$ cat config.mk
export PLATFORM = sky130hd
export DESIGN_NAME = led_breather
export DESIGN_NICKNAME = d
export VERILOG_FILES = /design/src/rtl/led_pkg.sv /design/src/rtl/step_tick.sv /design/src/rtl/led_breather.sv
export SDC_FILE = /design/constraint.sdc
export NUM_CORES = 1
export LEC_CHECK = 0
export ABC_AREA = 1
export CAP_MARGIN = 20
export CORE_ASPECT_RATIO = 1.5
export CORE_UTILIZATION = 52
export DETAILED_ROUTE_END_ITERATION = 12
export PLACE_DENSITY = 0.79
export SLEW_MARGIN = 20
export SYNTH_ARGS = -nofsm -noshare
export SYNTH_HDL_FRONTEND = slang
export SYNTH_SLANG_ARGS = --single-unit
export TNS_END_PERCENT = 50
$ cat constraint.sdc
create_clock -name clk_in -period 2.3 [get_ports clk_in]
set_input_delay 0.575 -clock clk_in [delete_from_list [all_inputs] [get_ports clk_in]]
set_output_delay 0.575 -clock clk_in [all_outputs]
set_load 0.01 [all_outputs]
$ cat src/rtl/led_pkg.sv
// Shared definitions for the breathing-LED path: the FSM phase encoding that
// status/debug logic decodes from the `phase` output.
package led_pkg;

    typedef enum logic [1:0] {
        RAMP_UP   = 2'd0,
        HOLD_HIGH = 2'd1,
        RAMP_DOWN = 2'd2,
        HOLD_LOW  = 2'd3
    } phase_t;

endpackage : led_pkg

$ cat src/rtl/step_tick.sv
// Enable-gated prescaler: one-cycle tick every CYCLES enabled clocks, held at
// zero while disabled so a re-enable always waits a full CYCLES period.
module step_tick #(
    parameter int CYCLES = 4
) (
    input  logic clk_in,
    input  logic rst,
    input  logic en,
    output logic tick
);

    localparam int CW = (CYCLES > 2) ? $clog2(CYCLES) : 1;
    localparam logic [CW-1:0] CNT_LAST = CW'(CYCLES - 1);

    logic [CW-1:0] cnt_q;
    logic [CW-1:0] cnt_d;
    logic          at_last;

    assign at_last = (cnt_q == CNT_LAST);
    assign tick    = en & at_last;

    always_comb begin
        cnt_d = '0;
        if (en && !at_last) begin
            cnt_d = cnt_q + 1'b1;
        end
    end

    always_ff @(posedge clk_in or posedge rst) begin
        if (rst) begin
            cnt_q <= '0;
        end else begin
            cnt_q <= cnt_d;
        end
    end

endmodule : step_tick

$ cat src/rtl/led_breather.sv
// Breathing LED: triangle duty pattern (ramp up, hold, ramp down, hold) stepped
// by a slow tick, rendered through a period-synchronous PWM and output register.
module led_breather
    import led_pkg::*;
#(
    parameter int CLK_HZ      = 100_000_000,
    parameter int PWM_BITS    = 8,
    parameter int STEP_CYCLES = 392_157,
    parameter int HOLD_STEPS  = 64
) (
    input  logic                clk_in,
    input  logic                rst,
    input  logic                en,
    output logic                led,
    output logic [PWM_BITS-1:0] duty,
    output logic [1:0]          phase
);

    localparam int HW = (HOLD_STEPS > 1) ? $clog2(HOLD_STEPS) : 1;
    localparam logic [PWM_BITS-1:0] DUTY_MAX  = '1;
    localparam logic [HW-1:0]       HOLD_LAST = HW'(HOLD_STEPS - 1);

    if (CLK_HZ < 1 || STEP_CYCLES < 2 || HOLD_STEPS < 1 || PWM_BITS < 1) begin : g_param_check
        $error("led_breather: illegal parameter combination");
    end

    logic tick;

    step_tick #(
        .CYCLES (STEP_CYCLES)
    ) u_step_tick (
        .clk_in (clk_in),
        .rst    (rst),
        .en     (en),
        .tick   (tick)
    );

    phase_t              state_q, state_d;
    logic [PWM_BITS-1:0] duty_q,  duty_d;
    logic [HW-1:0]       hold_q,  hold_d;
    logic [PWM_BITS-1:0] pwm_q;
    logic [PWM_BITS-1:0] lat_q;
    logic                led_q;

    // Duty saturates at the extremes; the hold states count ticks before turning.
    always_comb begin
        state_d = state_q;
        duty_d  = duty_q;
        hold_d  = hold_q;
        if (tick) begin
            case (state_q)
                RAMP_UP: begin
                    if (duty_q != DUTY_MAX) begin
                        duty_d = duty_q + 1'b1;
                    end
                    if (duty_q >= DUTY_MAX - 1'b1) begin
                        state_d = HOLD_HIGH;
                        hold_d  = '0;
                    end
                end
                HOLD_HIGH: begin
                    if (hold_q == HOLD_LAST) begin
                        state_d = RAMP_DOWN;
                    end else begin
                        hold_d = hold_q + 1'b1;
                    end
                end
                RAMP_DOWN: begin
                    if (duty_q != '0) begin
                        duty_d = duty_q - 1'b1;
                    end
                    if (duty_q <= {{(PWM_BITS-1){1'b0}}, 1'b1}) begin
                        state_d = HOLD_LOW;
                        hold_d  = '0;
                    end
                end
                HOLD_LOW: begin
                    if (hold_q == HOLD_LAST) begin
                        state_d = RAMP_UP;
                    end else begin
                        hold_d = hold_q + 1'b1;
                    end
                end
                default: begin
                    state_d = RAMP_UP;
                end
            endcase
        end
    end

    always_ff @(posedge clk_in or posedge rst) begin
        if (rst) begin
            state_q <= RAMP_UP;
            duty_q  <= '0;
            hold_q  <= '0;
        end else begin
            state_q <= state_d;
            duty_q  <= duty_d;
            hold_q  <= hold_d;
        end
    end

    // Duty is sampled only at the period boundary so a PWM period never glitches.
    always_ff @(posedge clk_in or posedge rst) begin
        if (rst) begin
            pwm_q <= '0;
            lat_q <= '0;
            led_q <= 1'b0;
        end else begin
            pwm_q <= pwm_q + 1'b1;
            if (pwm_q == DUTY_MAX) begin
                lat_q <= duty_q;
            end
            led_q <= en & (pwm_q < lat_q);
        end
    end

    assign led   = led_q;
    assign duty  = duty_q;
    assign phase = state_q;

endmodule : led_breather

==> out/results.txt <==
Result of the run -> complete, no violations
Share of post-route cells with drive strength above 1 -> 8.37%
Width of the chip -> 68.2 µm
Critical path endpoint category -> primary output
Min-delay worst type -> register to register
Std-Cell Core Area -> 6220 µm²
Post-synthesis instance area -> 3410 µm²
Initial Util -> 54.9%
Maximum clock rate -> 490 MHz
Setup slack on the worst flop-to-flop path -> 0.37 ns
Count of flip-flops with a built-in enable after synthesis -> 0
Share of synthesized registers carrying an async set or reset -> 100%
Number of inserted filler cells in the final layout -> 561
Number of antenna diodes -> 0
Source-to-sink clock delay at the later pin of the worst-skew pair -> 0.31 ns
Startpoint class of the critical path -> register
Fin. max-slew vios -> 0
Yosys warning count -> 0
Post-synthesis area per instance -> 7.23 µm²
CP cell instances -> clkdlybuf4s50_1
Vias in the first global route -> 2888
Post-CTS sizing -> 0
Synth area leaders -> dfrtp_1, nand2_1, nor2_1
Antenna-violating nets left -> 0
Rows -> 35
Total vias in the final route -> 2918
Iter 0 DRT Violations -> 140
Die ar. -> 6900 µm²
Hold buffers post-CTS -> 0
Clock-pin slew of the registers on the worst-case setup and hold paths -> 0.09 ns
Number of nets in the layout -> 512
Residual DRC count -> 0
Share of the yosys chip area belonging to registers -> 38.1%
First-pass DRT Iterations -> 4
Synthesized net count -> 495
Critical path buffers and inverters -> 1
First-pass GRT wire length -> 12400 µm
Sequential share of power -> 60.8%
Max-capacitance violation count -> 0
Fraction of power spent switching nets -> 22.3%
Largest delay contributor family on the critical path -> buffers and inverters
Deepest level of the CTS H-tree -> 2
Signed area change from the synthesized netlist to the final layout -> 9.46%
Cells after Synth -> 472
Post-layout min period -> 2.04 ns
Share of power burned in combinational logic -> 3.3%
Post-synth top area cell -> dfrtp_1
Setup repair after global routing missed its margin -> no
Vias per cell -> 5.17
I/O pin count -> 14
Total track usage -> 23.5%
Clock group share of total power -> 35.8%
Number of hold violations in the final report -> 0
WL final -> 6910 µm
Setup CP Type -> register to primary output
Number of buffers inserted by port buffering -> 13
Post-synth cell types -> 31
Cells on worst reg2reg path -> 11
Worst Hold Path EP -> pwm_q[0]
Worst slew pin tran -> 0.545 ns
Main flop type after synthesis -> dfrtp_1
Ratio of total power to cell area -> 406 nW/µm²
Num CTS Buffers -> 5
Flop and latch count out of synthesis -> 52
Final setup violation count -> 0
Area taken by flip-flops and latches -> 1300 µm²
Hold path startpoint -> pwm_q[0]
Reg2Reg Capture Point -> hold_q[0]
Library cell contributing the largest single delay on the critical path -> clkdlybuf4s50_1
Total global routing overflow -> 0
Routed WL per cell -> 12.3 µm
Clock tree from TritonCTS -> built
Leakage dissipation -> 1.83 nW
Most frequent cells after synthesis -> nand2_1, nor2_1, inv_1
Maximum single-stage delay on the critical path -> 0.60 ns
Most frequent cell after synthesis -> nand2_1
R2R Path Start -> duty[0]
Root cell of the clock tree -> clkbuf_8
Number of clock sinks -> 52
Post-Route Skew -> 0.00387 ns
Antenna violations before repair -> 0
Total area of multi-input combinational cells -> 1840 µm²
Clock tree buffer depth -> 2
Worst hold path depth -> 1
Period utilisation layout -> 88.7%
Final GP Congestion -> 0.873
Slew margin rel. -> 63.5%
Share of the synthesized area in the top cell type -> 38.1%
Number of buffers inserted by post-CTS setup repair -> 0
Power spent charging and discharging nets -> 0.338 mW
Largest net degree at the start of global routing -> 38
Die outline height -> 101 µm
Fin util -> 60.1%
Detail Placement HPWL -> 5320 µm
Maximum fanout along the worst path -> 8
Internal power summed over all cells -> 1.18 mW
Arrival time at the worst endpoint -> 1.47 ns
Required time of the worst setup path -> 1.73 ns
Final TNS setup -> 0 ns
IR Drop Worst-Case VDD -> 0.245 mV
-- area by class of cell --
cell class	instances	share of cell area (%)
multi-input combinational	350	49.3
sequential	52	34.8
inverter	64	6.43
timing repair buffer	16	4.42
tap	74	2.48
clock buffer	7	2.31
clock inverter	1	0.201
-- placed cells by master, fill, tap and decap left out, types with 2 or more instances in the layout --
cell type          n
nor3_1             5
buf_4              2
nand2_1          137
ha_1              20
o21ai_1            3
nor3b_1            4
dfrtp_1           52
clkbuf_8           6
nand3_4            3
nand2_2            4
nor3_2             2
inv_2              8
nor2_2            11
xnor2_1            2
and3_1             3
nand4_1           15
o21ai_0           16
clkdlybuf4s50_1   13
inv_1             56
xor2_1            13
nand3b_1           2
nor2_1            67
nand3_1           27
a21oi_1            9
-- power groups by stage --
stage	logic [mW]	registers, mW	clock network (mW)
after floorplan	0.0317	0.939	0
after global placement	0.0502	0.940	0
after detailed placement	0.0519	0.940	0
after CTS	0.0521	0.922	0.563
after global routing	0.0599	0.923	0.590
final	0.0501	0.922	0.543
-- metal layers --
layer,global-route usage (%),up-vias,share of wire (%)
li1,-,1515,-
met1,28.6,1335,43
met2,40.6,55,52
met3,3.72,13,2.9
met4,8.97,0,1.9
met5,0,-,0
-- sequential cells by signal, indices dropped and copies added (netlist names) --
register	flops
u_step_tick.cnt_q	19
duty	8
lat_q	8
pwm_q	8
hold_q	6
phase	2
led	1
-- per-stage QoR --
stage / hold slack, ns / power (mW) / worst slack, ns / cell area [µm²] / std cells
after floorplan: 0.427 / 0.971 / 0.467 / 3410 / 472
after global placement: 0.447 / 0.990 / 0.362 / 3640 / 556
after detailed placement: 0.458 / 0.992 / 0.308 / 3640 / 556
after CTS: 0.473 / 1.54 / 0.253 / 3740 / 564
after global routing: 0.491 / 1.57 / 0.193 / 3740 / 564
final: 0.472 / 1.52 / 0.259 / 3740 / 564
-- worst max path at each step --
stage	from	endpoint	slack (ns)	depth (start not counted)
6_report	duty[4]	duty[4]	0.26	1
5_1_grt	duty[3]	duty[3]	0.19	1
4_1_cts	duty[3]	duty[3]	0.25	1
3_5_place_dp	en	duty[4]	0.31	6
3_3_place_gp	en	duty[4]	0.36	6
2_1_floorplan	rst	duty[0]	0.47	1
-- logic make-up after synthesis --
logic type / count (synthesis) / synth area share, %
buffers and inverters: 70 / 7.88
AOI/OAI and AO/OA: 32 / 4.95
xor gates and xnor gates: 15 / 3.85
DFF: 52 / 38.1
adders and majority gates: 20 / 7.33
and+or+nand+nor: 283 / 37.9
Power figures use the tool's default switching activity.
